==> src/rtl/rom_word_fetch.sv <==
// Word fetch controller: splits a 32-bit fetch into two 16-bit ROM half reads and returns the word.
// Optional one-entry fetch cache enabled by defining ROM_FETCH_CACHE_EN.
module rom_word_fetch #(
  parameter int TIMEOUT_CYC = 64,
  parameter bit LO_FIRST    = 1'b1
) (
  input  logic        clk,
  input  logic        rst,
  input  logic        cpu_req,
  input  logic [31:0] cpu_addr,
  output logic        cpu_ready,
  input  logic        cpu_flush,
  output logic        cpu_valid,
  input  logic        cpu_rready,
  output logic [31:0] cpu_rdata,
  output logic        cpu_err,
  output logic        rd_ce,
  output logic [31:0] rd_addr,
  input  logic [15:0] rd_data,
  input  logic        rd_fin
);

  // state  | meaning
  // S_IDLE | waiting for a fetch request
  // S_RD0  | first half read in flight
  // S_GAP0 | one cycle rd_ce low between halves
  // S_RD1  | second half read in flight
  // S_GAP1 | one cycle rd_ce low before responding
  // S_RESP | response presented until consumed
  // S_GAPF | one cycle rd_ce low after a flushed read
  typedef enum logic [2:0] {S_IDLE, S_RD0, S_GAP0, S_RD1, S_GAP1, S_RESP, S_GAPF} state_t;

  localparam int TW = $clog2(TIMEOUT_CYC);
  localparam logic [TW-1:0] T_LAST = TW'(TIMEOUT_CYC - 1);

  state_t        state, state_nxt;
  logic [29:0]   word_q, word_nxt;
  logic [TW-1:0] timer, timer_nxt;
  logic          ready_nxt, valid_nxt, err_nxt, ce_nxt;
  logic [31:0]   rdata_nxt, addr_nxt;
  logic          cache_hit;
  logic [31:0]   cache_data;

`ifdef ROM_FETCH_CACHE_EN
  logic [29:0] tag_q;
  logic        tag_vld;
  logic [31:0] data_q;
  logic        fill_en;

  // only error-free fetches that reach RESP through the read path are cached
  assign fill_en    = (state == S_GAP1) && !cpu_flush && !cpu_err;
  assign cache_hit  = tag_vld && (tag_q == cpu_addr[31:2]);
  assign cache_data = data_q;

  always_ff @(posedge clk or posedge rst) begin
    if (rst) begin
      tag_q   <= '0;
      tag_vld <= 1'b0;
      data_q  <= '0;
    end else if (fill_en) begin
      tag_q   <= word_q;
      tag_vld <= 1'b1;
      data_q  <= cpu_rdata;
    end
  end
`else
  assign cache_hit  = 1'b0;
  assign cache_data = '0;
`endif

  always_ff @(posedge clk or posedge rst) begin
    if (rst) begin
      state     <= S_IDLE;
      word_q    <= '0;
      timer     <= '0;
      cpu_ready <= 1'b1;
      cpu_valid <= 1'b0;
      cpu_rdata <= '0;
      cpu_err   <= 1'b0;
      rd_ce     <= 1'b0;
      rd_addr   <= '0;
    end else begin
      state     <= state_nxt;
      word_q    <= word_nxt;
      timer     <= timer_nxt;
      cpu_ready <= ready_nxt;
      cpu_valid <= valid_nxt;
      cpu_rdata <= rdata_nxt;
      cpu_err   <= err_nxt;
      rd_ce     <= ce_nxt;
      rd_addr   <= addr_nxt;
    end
  end

  always_comb begin
    state_nxt = state;
    word_nxt  = word_q;
    timer_nxt = timer;
    ready_nxt = cpu_ready;
    valid_nxt = cpu_valid;
    rdata_nxt = cpu_rdata;
    err_nxt   = cpu_err;
    ce_nxt    = rd_ce;
    addr_nxt  = rd_addr;
    case (state)
      S_IDLE: begin
        if (cpu_req && cpu_ready && !cpu_flush) begin
          word_nxt  = cpu_addr[31:2];
          ready_nxt = 1'b0;
          if (cpu_addr[1:0] != 2'b00) begin
            state_nxt = S_RESP;
            valid_nxt = 1'b1;
            err_nxt   = 1'b1;
            rdata_nxt = '0;
          end else if (cache_hit) begin
            state_nxt = S_RESP;
            valid_nxt = 1'b1;
            err_nxt   = 1'b0;
            rdata_nxt = cache_data;
          end else begin
            state_nxt = S_RD0;
            err_nxt   = 1'b0;
            ce_nxt    = 1'b1;
            addr_nxt  = {1'b0, cpu_addr[31:2], 1'b0};
            timer_nxt = '0;
          end
        end
      end
      S_RD0, S_RD1: begin
        if (cpu_flush) begin
          ce_nxt    = 1'b0;
          valid_nxt = 1'b0;
          state_nxt = S_GAPF;
        end else if (rd_fin) begin
          ce_nxt = 1'b0;
          // first read lands in the low half when LO_FIRST, the second read in the other
          if ((state == S_RD0) == LO_FIRST) rdata_nxt[15:0] = rd_data;
          else rdata_nxt[31:16] = rd_data;
          state_nxt = (state == S_RD0) ? S_GAP0 : S_GAP1;
        end else if (timer == T_LAST) begin
          ce_nxt    = 1'b0;
          err_nxt   = 1'b1;
          rdata_nxt = '0;
          state_nxt = S_GAP1;
        end else begin
          timer_nxt = timer + 1'b1;
        end
      end
      S_GAP0: begin
        if (cpu_flush) begin
          state_nxt = S_IDLE;
          ready_nxt = 1'b1;
        end else begin
          state_nxt = S_RD1;
          ce_nxt    = 1'b1;
          addr_nxt  = {1'b0, word_q, 1'b1};
          timer_nxt = '0;
        end
      end
      S_GAP1: begin
        if (cpu_flush) begin
          state_nxt = S_IDLE;
          ready_nxt = 1'b1;
        end else begin
          state_nxt = S_RESP;
          valid_nxt = 1'b1;
        end
      end
      S_GAPF: begin
        state_nxt = S_IDLE;
        ready_nxt = 1'b1;
      end
      S_RESP: begin
        if (cpu_flush || cpu_rready) begin
          state_nxt = S_IDLE;
          valid_nxt = 1'b0;
          ready_nxt = 1'b1;
        end
      end
      default: begin
        state_nxt = S_IDLE;
        ready_nxt = 1'b1;
        valid_nxt = 1'b0;
        ce_nxt    = 1'b0;
      end
    endcase
  end

endmodule

==> config.mk <==
export PLATFORM = sky130hd
export DESIGN_NAME = rom_word_fetch
export DESIGN_NICKNAME = d
export VERILOG_FILES = /design/src/rtl/rom_word_fetch.sv
export SDC_FILE = /design/constraint.sdc
export NUM_CORES = 1
export LEC_CHECK = 0
export ABC_AREA = 1
export ABC_CLOCK_PERIOD_IN_PS = 3250
export BUFFER_PORTS_ARGS = -buffer_cell sky130_fd_sc_hd__clkbuf_2
export CORE_MARGIN = 8
export CORE_UTILIZATION = 48
export DETAILED_ROUTE_END_ITERATION = 8
export PLACE_DENSITY = 0.79
export SYNTH_ARGS = -nofsm -noshare
export SYNTH_HDL_FRONTEND = slang
export SYNTH_SLANG_ARGS = --single-unit
==> constraint.sdc <==
create_clock -name clk -period 3.25 [get_ports clk]
set_input_delay 0.65 -clock clk [delete_from_list [all_inputs] [get_ports clk]]
set_output_delay 0.65 -clock clk [all_outputs]
set_load 0.02 [all_outputs]
# Word-level counts from Yosys, hierarchy flattened

Index checks and enable logic that the tools add are counted.

Add/sub/neg operators: 1
Equality and inequality tests: 23
Divide/modulo/power cells: 0
Shift-type cells: 0
Magnitude comparators: 0
Reductions and logical operators: 23
Mux-type cells: 51
$mul: 0
Bitwise logic cells: 3

Operators with widths:

| kind                                                                   | number |
|---|---|
| 32-bit two-way mux                                                     | 8 |
| 32-bit case mux with 2 select lines                                    | 2 |
| 6-bit two-way mux                                                      | 6 |
| 16-bit two-way mux                                                     | 2 |
| 3-bit two-way mux                                                      | 8 |
| 2-bit != test (second input constant)                                  | 11 |
| 1-bit two-way mux                                                      | 18 |
| 6-bit case mux with 3 select lines                                     | 1 |
| 6-bit AND reduction                                                    | 3 |
| 3-bit case mux with 5 select lines                                     | 1 |
| 5-bit AND reduction                                                    | 2 |
| 3-bit equality test (second input constant)                            | 3 |
| 3-bit != test (second input constant)                                  | 3 |
| 1-bit case mux with 4 select lines                                     | 2 |
| 4-bit AND reduction                                                    | 2 |
| 7-bit AND reduction                                                    | 1 |
| 6-bit by 1-bit adder with 6-bit output (second input constant)         | 1 |
| 3-bit by 2-bit equality test with 1-bit output (second input constant) | 2 |
| 6-bit equality test (second input constant)                            | 1 |
| 2-bit nonzero test                                                     | 3 |
| 2-bit OR reduction                                                     | 3 |
| 1-bit case mux with 5 select lines                                     | 1 |
| 4-bit != test (second input constant)                                  | 1 |
| 3-bit by 1-bit equality test with 1-bit output (second input constant) | 1 |
| 12 further kinds                                                       | 15 |

RAM bits: 0
Bits of input ports: 54
ROM bits: 0
Memories: 0
Bits in latches: 0
Flip-flop bits (word level): 107

# Depth between registers and ports, before layout

Gate-level depths: netlist of run 1.

Word-level depth: 5
Mapped depth: 10
Mapped depth without buffers: 9

# Least setup slack after synthesis of run 1

Ideal clock, no wire load.

Path kind: input to register
From: input cpu_flush
To: register cpu_rdata[10]
Stages: 10
Setup time: 0.117 ns
Path buffers: 2
Data required time: 3.133 ns
Path slack: 1.456 ns
Arrival time: 1.677 ns
Path through: buf_2 inv_1 nand3_1 nand2_2 nand2_2 nor2_4 nand2_2 buf_4 nand2_1 nand2_1

Word-level cells in the longest chain between the ends: 4
Elaborated cells on any way between the ends: 5
Those cells by class: eq/ne (2); reduce/logical (3)

Ends and longest elaborated chain:

| item                              | line | text |
|---|---|---|
| from (decl)                       | 12   | `input logic cpu_flush,` |
| 1-bit zero test                   | 107  | `if (cpu_req && cpu_ready && !cpu_flush) begin` |
| 1-bit logical AND                 | 107  |  |
| 2-bit != test (no line)           | -    |  |
| 6-bit AND reduction (no line) (*) | -    |  |
| to (signal assigned)              | 88   | `cpu_rdata <= rdata_nxt;` |
| to (decl)                         | 15   | `output logic [31:0] cpu_rdata,` |

Mark *: on every way between the ends. The rest lies on a longest branch, timed or not.
A chain may end at the register's enable or synchronous reset.

# Worst setup path in the final report of run 1

From: register timer[0]
To: register cpu_rdata[24]

Word-level cells in the longest chain between the ends: 3

Ends and longest elaborated chain:

| item                          | line | text |
|---|---|---|
| from (decl)                   | 38   | `logic [TW-1:0] timer, timer_nxt;` |
| from (signal assigned)        | 85   | `timer <= timer_nxt;` |
| 6-bit equality test           | 140  | `end else if (timer == T_LAST) begin` |
| 3-bit != test (no line)       | -    |  |
| 6-bit AND reduction (no line) | -    |  |

No other way between the ends.

==> results of run 1 <==
==> report_power, final <==
group	total, mW	internal [mW]	switching (mW)	leakage, nW
combinational	2.81	0.826	1.98	1.90
clock	0.761	0.291	0.470	0.0872
sequential	2.29	1.93	0.369	1.35
total	5.86	3.04	2.82	3.34
==> sequential cells by signal, summed over array words and instances, names as in the netlist <==
signal	count
cpu_err	1
state	3
rd_addr	31
cpu_ready	1
timer	6
word_q	30
rd_ce	1
cpu_rdata	32
cpu_valid	1
==> routing by layer <==
metal	wire length [um]	up-vias	global-route usage (%)
li1	-	2269	-
met1	5473	2076	22.29
met2	5671	154	29.09
met3	1023	8	5.664
met4	84	0	5.204
met5	0	-	0
==> cell usage in the layout, fill, tap and decap left out, types with 2 or more instances in the layout <==
master and instances:
clkbuf_8 9, dfrtp_1 105, nand2_1 253, inv_1 42, inv_6 4, inv_2 4
nor2_1 53, clkbuf_2 120, nand2_2 6, nor2_4 3, clkinvlp_4 3, a21oi_1 14
o21ai_0 53, a21oi_2 2, nand4_1 2, nand3_1 77, buf_4 6
==> worst max-delay path: stages (launching register included) <==
cell and delay [ns]:
dfrtp_1 0.45, ha_1 0.24, nand3_1 0.14, nand2_1 0.09
nand2_1 0.07, a21oi_2 0.60, nand2_2 0.38, nand2_1 0.16
nand2_1 0.06
==> metrics by stage <==
step                      util [%]  area [um^2]
after floorplan                  -         5032
after global placement       55.63         5692
after detailed placement     55.63         5692
after CTS                    57.42         5874
after global routing         57.42         5874
final                        57.42         5874
==> layout make-up <==
type                    count  area [um^2]  share of cell area [%]
multi-input cells         469         2018                   34.36
flip-flops and latches    106         2654                   45.18
repair buffers            127        665.6                   11.33
clock buffers               9        123.9                   2.109
clock inverters             7        58.81                   1.001
well taps                 136        170.2                   2.897
inverters                  48        183.9                   3.131
==> cell families (layout without fill, tap and decap cells) <==
logic type,count (synthesis),count (layout),synth area share (%)
compound gates,70,70,7.091
xor+xnor,2,2,0.3484
fa+ha+maj,1,1,0.2488
buf+inv,83,191,7.215
flops,106,106,52.77
other cells,1,1,0.07457
simple gates,395,395,32.25
==> worst paths after layout <==
check | end | slack (ns) | depth (start not counted)
setup / recovery | cpu_rdata[24] | 0.94 | 8
hold / removal | cpu_rdata[26] | 0.38 | 2
setup reg to reg | cpu_rdata[24] | 0.94 | 8
hold reg to reg | rd_addr[14] | 0.48 | 2
max in group asynchronous | cpu_ready | 2.06 | 3
min in group clk | rd_addr[14] | 0.48 | 2
==> results.yml, run 1 <==
status:
  status: "finished clean"
global_route:
  antenna_found_initial: 0
  grt_max_degree: 69
  grt_pass1_wl_mm: 20.89
  grt_overflow: 0
  track_usage_pct: 17.85
  grt_pass1_vias: 4408
clocking:
  numCtsBuffers: 9
  cts-root-buf: "clkbuf_8"
  clk_pin_slew_ns: 0.11
  cts_buffer_depth: 2
  hold_buffers: 0
  post_cts_resized: 0
  clock_latency_ns: 0.36
  numClockSinks: 106
  cts_tree: "done"
  post_cts_buffers: 0
  cts_max_level: 3
synthesis:
  synth_edf_count: 0
  syn_area_mm2: 0.005029
  synth.most_common_cell: "nand2_1"
  synth.distinct_cells: 25
  async_flop_share_pct: 100.0
  syn_nets: 713
  seq_area_frac_synth_pct: 52.77
  yosysTopAreaCellShare_pct: 52.25
  synth_top_flop_cell: "dfrtp_1"
  synth-seq-cells: 106
  ys_warn_count: 0
  avgSynthCellArea_um2: 7.642
  yosys-top-cells-area: "dfrtp_1 (52%), nand2_1 (19%), nand3_1 (7.7%), o21ai_0 (5.3%), nor2_1 (4.0%)"
  synth_top_area_cell: "dfrtp_1"
  synthCells: 658
  netlist_top_cells_count: "nand2_1 (254), dfrtp_1 (105), nand3_1 (77), nor2_1 (53), o21ai_0 (53)"
timing:
  max-slew-margin-rel_pct: 38.18
  setup_viol: 0
  fmax_mhz: 433.4
  fin_skew_ns: 0.01606
  setup_tns_ns: 0
  rsz0062_at_grt: "no"
  slew_viol_final: 0
  hold_ws_ns: 0.3849
  period_minus_slack_ns: 2.307
  finalHoldViolations: 0
  fin_ws_ns: 0.9426
  worst_pin_slew_ns: 0.9241
  fin_crit_sh_pct: 71.00
critical_path:
  startpoint_type: "register"
  setup.worst_path.start: "timer[0]"
  crit_type: "register to register"
  cp_max_fo: 17
  end_kind: "register"
  required_ns: 3.49
  cp.arrival_ns: 2.55
  r2r_start: "timer[0]"
route:
  routed_wl_mm: 12.25
  drt-pass1-iter-count: 5
  ant_nets: 0
  drc: 0
  wl_per_cell_um: 13.58
  vias: 4507
  drt-initial-drc-count: 336
  viasPerCell: 4.997
die:
  io_pins: 122
  initial_core_util_pct: 49.15
  die_x_um: 118.4
  core_area_mm2: 0.01023
  rows: 37
  dieArea_mm2: 0.01401
  die_h_um: 118.4
placement:
  post-place-ws_ns: 0.8398
  globalplace.congestion: 0.9306
  portBuffers: 120
  hpwl_mm: 9.094
  place_inst: 886
pwr:
  p_leak_nw: 3.335
  ir_drop_v: 0.0004565
  power_per_cell_area_mw_per_mm2: 998.1
  p_total_mw: 5.863
layout:
  n_fill_cell: 969
  antennaDiodeCount: 0
  syn_to_final_growth_pct: 16.82
  drive_above_1_share_pct: 21.02
  nNetsFinal: 816
  instances_no_fill: 902
min_path:
  hold_path_class: "primary input to asynchronous set/reset pin"
job:
  maxCapViolCount: 0
No activity file was read; power rests on OpenSTA's default activity.
==> run 2, diff against run 1 <==
ABC_CLOCK_PERIOD_IN_PS = 1950   (was 3250)
clock period = 1.95 ns   (was 3.25 ns; I/O delays follow)
==> run 2 against run 1 <==
  * Core utilization is 1.3 points higher
  * Die area stayed put
  * Final cell count is 1.2% higher
==> results.yml, run 2 (synthesis gave the netlist of run 1 again) <==
status:
  status: "finished clean"
placement:
  hpwl_mm: 9.384
  globalplace.congestion: 0.9232
  portBuffers: 120
timing:
  fin_skew_ns: 0.01004
  fin_crit_sh_pct: 91.28
  setup_viol: 0
  max-slew-margin-rel_pct: 65.13
  setup_tns_ns: 0
  finalHoldViolations: 0
  fmax_mhz: 561.8
  rsz0062_at_grt: "no"
  period_minus_slack_ns: 1.780
  slew_viol_final: 0
  worst_pin_slew_ns: 0.5230
clocking:
  cts_max_level: 3
  hold_buffers: 0
  clock_latency_ns: 0.36
  cts_buffer_depth: 2
  clk_pin_slew_ns: 0.10
  cts-root-buf: "clkbuf_8"
  numCtsBuffers: 9
  numClockSinks: 106
  cts_tree: "done"
pwr:
  p_total_mw: 10.09
  power_per_cell_area_mw_per_mm2: 1679
  p_leak_nw: 3.403
  ir_drop_v: 0.0007546
critical_path:
  crit_type: "register to register"
  cp_max_fo: 16
  required_ns: 2.20
  cp.arrival_ns: 2.03
  end_kind: "register"
  startpoint_type: "register"
route:
  wl_met2_mm: 5.758
  ant_nets: 0
  viasPerCell: 5.163
  vias: 4714
  routed_wl_mm: 12.79
  drt-initial-drc-count: 376
  drc: 0
  top_layer: "met4"
  wl_met3_mm: 1.103
  m1WireLength_mm: 5.750
  drt-pass1-iter-count: 5
  wl_per_cell_um: 14.01
layout:
  antennaDiodeCount: 0
  n_fill_cell: 918
  top_regs: "cpu_rdata x32, rd_addr x31, word_q x30"
  top_register: "cpu_rdata"
  multi_input_area_mm2: 0.002036
  nNetsFinal: 827
  drive_above_1_share_pct: 22.14
  syn_to_final_growth_pct: 19.51
  largest_reg_flops: 32
  final_cell_mix: "nand2_1 (253), clkbuf_2 (120), dfrtp_1 (105)"
  layout_commonest_cell: "nand2_1"
  layout.area.seq_mm2: 0.002654
job:
  maxCapViolCount: 0
die:
  rows: 37
  core_area_mm2: 0.01023
  dieArea_mm2: 0.01401
  initial_core_util_pct: 49.15
  die_h_um: 118.4
  die_x_um: 118.4
  io_pins: 122
global_route:
  antenna_found_initial: 0
  track_usage_pct: 18.17
  grt_max_degree: 61
  grt_pass1_wl_mm: 21.56
  grt_overflow: 0
  grt_pass1_vias: 4536
min_path:
  hold_path_class: "primary input to asynchronous set/reset pin"
## run 2: cell type report
type | instances | share of cell area (%)
Sequential cell | 106 | 44.16
Tap cell | 136 | 2.832
Clock inverter | 7 | 0.9369
Clock buffer | 9 | 2.061
Inverter | 48 | 3.061
Multi-Input combinational cell | 469 | 33.87
Timing Repair Buffer | 138 | 13.08
## run 2: worst max-delay path, cell delays in order (launching register included)
cell and delay, ns:
dfrtp_1 0.46, ha_1 0.24, nand3_1 0.15, nand2_1 0.09
nand2_1 0.10, a21oi_4 0.27, nand2_4 0.18, nand2_1 0.11
nand2_1 0.06
## run 2: timing repair
action                     in CTS  in global routing
setup endpoints to repair       0                 32
buffers inserted                0                  5
resized for setup               0                  3
## run 2: path summary, 6_finish.rpt
path	cells after the start	slack, ns	end	startpoint
setup / recovery	8	0.17	cpu_rdata[29]	timer[0]
hold / removal	2	0.04	rd_addr[24]	rst
setup reg to reg	8	0.17	cpu_rdata[29]	timer[0]
hold reg to reg	2	0.48	cpu_rdata[17]	cpu_rdata[17]
max in group asynchronous	3	1.32	rd_addr[27]	rst
min in group clk	3	0.27	word_q[3]	cpu_addr[5]
## run 2: power breakdown
group / internal, mW / switching, mW
logic: 1.60 / 3.43
clock network: 0.471 / 0.764
registers: 3.21 / 0.617
## run 2: through the flow
stage	hold slack, ns	setup WS, ns	util, %	cell area (um^2)	instances
after floorplan	0.4534	0.2873	-	5032	658
after global placement	0.4441	0.1412	56.44	5774	892
after detailed placement	0.4318	0.03280	56.44	5774	892
after CTS	0.03386	0.01417	58.20	5954	908
after global routing	0.04854	0.04264	58.74	6010	913
final	0.03615	0.1700	58.74	6010	913
## run 2: per-layer routing
| metal | GRT usage [%] | up-vias |
|---|---|---|
| met4 | 6.005 | 0 |
| li1 | - | 2292 |
| met2 | 28.31 | 190 |
| met3 | 5.283 | 19 |
| met5 | 0 | - |
| met1 | 23.80 | 2213 |
==> run 3, diff against run 2 <==
CORE_UTILIZATION = 25   (was 48)
PLACE_DENSITY = 0.48   (was 0.79)
==> run 3 against run 2 <==
  * Combinational power up 3%
  * Routed wire length up 13%
  * Count of clock-buffer cells in the layout up 2
  * Power up 7.2%
  * Hold slack better by 0.16 ns
  * Final cell count up 15%
  * Sequential share of layout area down 2.1 points
  * Core utilization down 27 points
  * Clock skew about the same
  * First-iteration DRC count down 38%
  * Clock power up 49%
  * Cell area up 4.9%
  * Largest cell class unchanged
  * Largest power group unchanged
==> results.yml, run 3 (synthesis gave the netlist of run 1 again) <==
layout:
  layout_commonest_cell: "nand2_1"
  fin_area_mm2: 0.006306
  top_regs: "cpu_rdata x32, rd_addr x31, word_q x30"
  largest_reg_flops: 32
  nNetsFinal: 827
  final_cell_mix: "nand2_1 (253), clkbuf_2 (120), dfrtp_1 (105)"
  top_register: "cpu_rdata"
  syn_to_final_growth_pct: 25.40
  drive_above_1_share_pct: 21.78
  antennaDiodeCount: 0
timing:
  period_minus_slack_ns: 1.784
  fin_skew_ns: 0.009541
  hold_ws_ns: 0.1934
  slew_viol_final: 0
  fin_crit_sh_pct: 91.51
  setup_viol: 0
  worst_pin_slew_ns: 0.6075
  finalHoldViolations: 0
  fmax_mhz: 560.4
  rsz0062_at_grt: "no"
  max-slew-margin-rel_pct: 59.50
  setup_tns_ns: 0
global_route:
  grt_pass1_wl_mm: 23.34
  grt_pass1_vias: 4422
  track_usage_pct: 11.88
  grt_max_degree: 107
  antenna_found_initial: 2
  grt_overflow: 0
die:
  io_pins: 122
  die_x_um: 157.8
  initial_core_util_pct: 25.18
  core_area_mm2: 0.01997
  dieArea_mm2: 0.02491
  rows: 52
  die_h_um: 157.8
clocking:
  hold_buffers: 0
  numClockSinks: 106
  clock_latency_ns: 0.35
  numCtsBuffers: 9
  cts_tree: "done"
  cts_max_level: 3
  cts-root-buf: "clkbuf_16"
  cts_buffer_depth: 2
  clk_pin_slew_ns: 0.07
critical_path:
  cp.arrival_ns: 2.03
  crit_type: "register to register"
  cp_slowest_cell: "dfrtp_1"
  startpoint_type: "register"
  slowest_delay_ns: 0.45
  end_kind: "register"
  timing.critical_path.mode_cell: "nand2_1"
  cp_max_fo: 25
  required_ns: 2.19
  crit_chain: "inv_2 -> nand2_1 -> nor2_2 -> inv_4 -> nand2_1 -> nand2_2 -> buf_4 -> nand2_1 -> nand2_1"
route:
  drc: 0
  wl_per_cell_um: 13.87
  ant_nets: 0
  viasPerCell: 4.224
  drt-initial-drc-count: 235
  vias: 4418
  routed_wl_mm: 14.50
  drt-pass1-iter-count: 4
pwr:
  ir_drop_v: 0.0006377
  p_clk_share_pct: 16.9
  internal-power_mw: 5.846
  p_leak_nw: 3.463
  p_comb_share_pct: 47.7
  swShare_pct: 45.93
  seq_power_share_pct: 35.4
  power_per_cell_area_mw_per_mm2: 1715
  switchingPower_mw: 4.966
placement:
  place_area_mm2: 0.005977
  globalplace.congestion: 0.8628
  portBuffers: 120
  hpwl_mm: 9.973
status:
  status: "finished clean"
job:
  maxCapViolCount: 0
min_path:
  hold_path_class: "primary input to asynchronous set/reset pin"
-- run 3: cell count changes in the layout (fill, tap and decap cells not counted), moves of 2 or more --
cell        previous run  this run
buf_4                 14        12
clkbuf_1               0         2
clkbuf_16              0         9
clkbuf_8               9         0
clkinv_4               3         1
clkinvlp_4             5         3
-- run 3: path summary, 6_finish.rpt --
kind	start	cells past startpoint	slack, ns	to
max in group asynchronous	rst	3	1.30	word_q[8]
setup reg to reg	state[0]	9	0.17	rd_addr[24]
min in group clk	cpu_addr[3]	3	0.28	word_q[1]
setup / recovery	state[0]	9	0.17	rd_addr[24]
hold / removal	rst	3	0.19	cpu_rdata[27]
hold reg to reg	cpu_rdata[27]	2	0.47	cpu_rdata[27]
-- run 3: timing repair --
action                     CTS  global route
gates resized for setup      0             7
setup endpoints to repair    0            34
buffers inserted             0             2
hold endpoints to repair     0             0
-- run 3: layout make-up --
type | instances | area [um^2]
Clock buffer | 11 | 232.7
Clock inverter | 4 | 53.80
Fill cell | 2207 | 13670
Inverter | 48 | 186.4
Multi-Input combinational cell | 469 | 2036
Sequential cell | 106 | 2654
Tap cell | 270 | 337.8
Timing Repair Buffer | 138 | 805.8
-- run 3: power by group through the flow --
stage	Combinational, mW	Clock, mW	Sequential, mW
finish	5.16	1.83	3.82
global route	5.78	1.96	3.95
CTS	5.16	1.89	3.82
detailed placement	5.15	0	3.85
global placement	5.11	0	3.85
floorplan	2.66	0	4.52
-- run 3: through the flow --
step                power [mW]  utilization [%]  cells  setup WS, ns
floorplan                7.181                -    658        0.2873
finish                   10.81            31.57   1046        0.1656
global route             11.68            31.57   1046       0.01013
global placement         8.967            29.92   1029       0.07290
CTS                      10.87            31.36   1044       0.03306
detailed placement       8.999            29.92   1029       0.04483
-- run 3: layer usage --
metal  wire, um  vias to the layer above  global-route usage (%)
met2       6097                      129                   17.71
li1           -                     2286                       -
met4        151                        4                   3.309
met1       7007                     1986                   16.11
met5         18                        -                       0
met3       1228                       13                   3.849
-- run 3: critical path: cells and delay by family (launching register included) --
family / cells / cell delay (ns)
buf+inv: 3 / 0.47
flops: 1 / 0.45
simple gates: 6 / 0.75
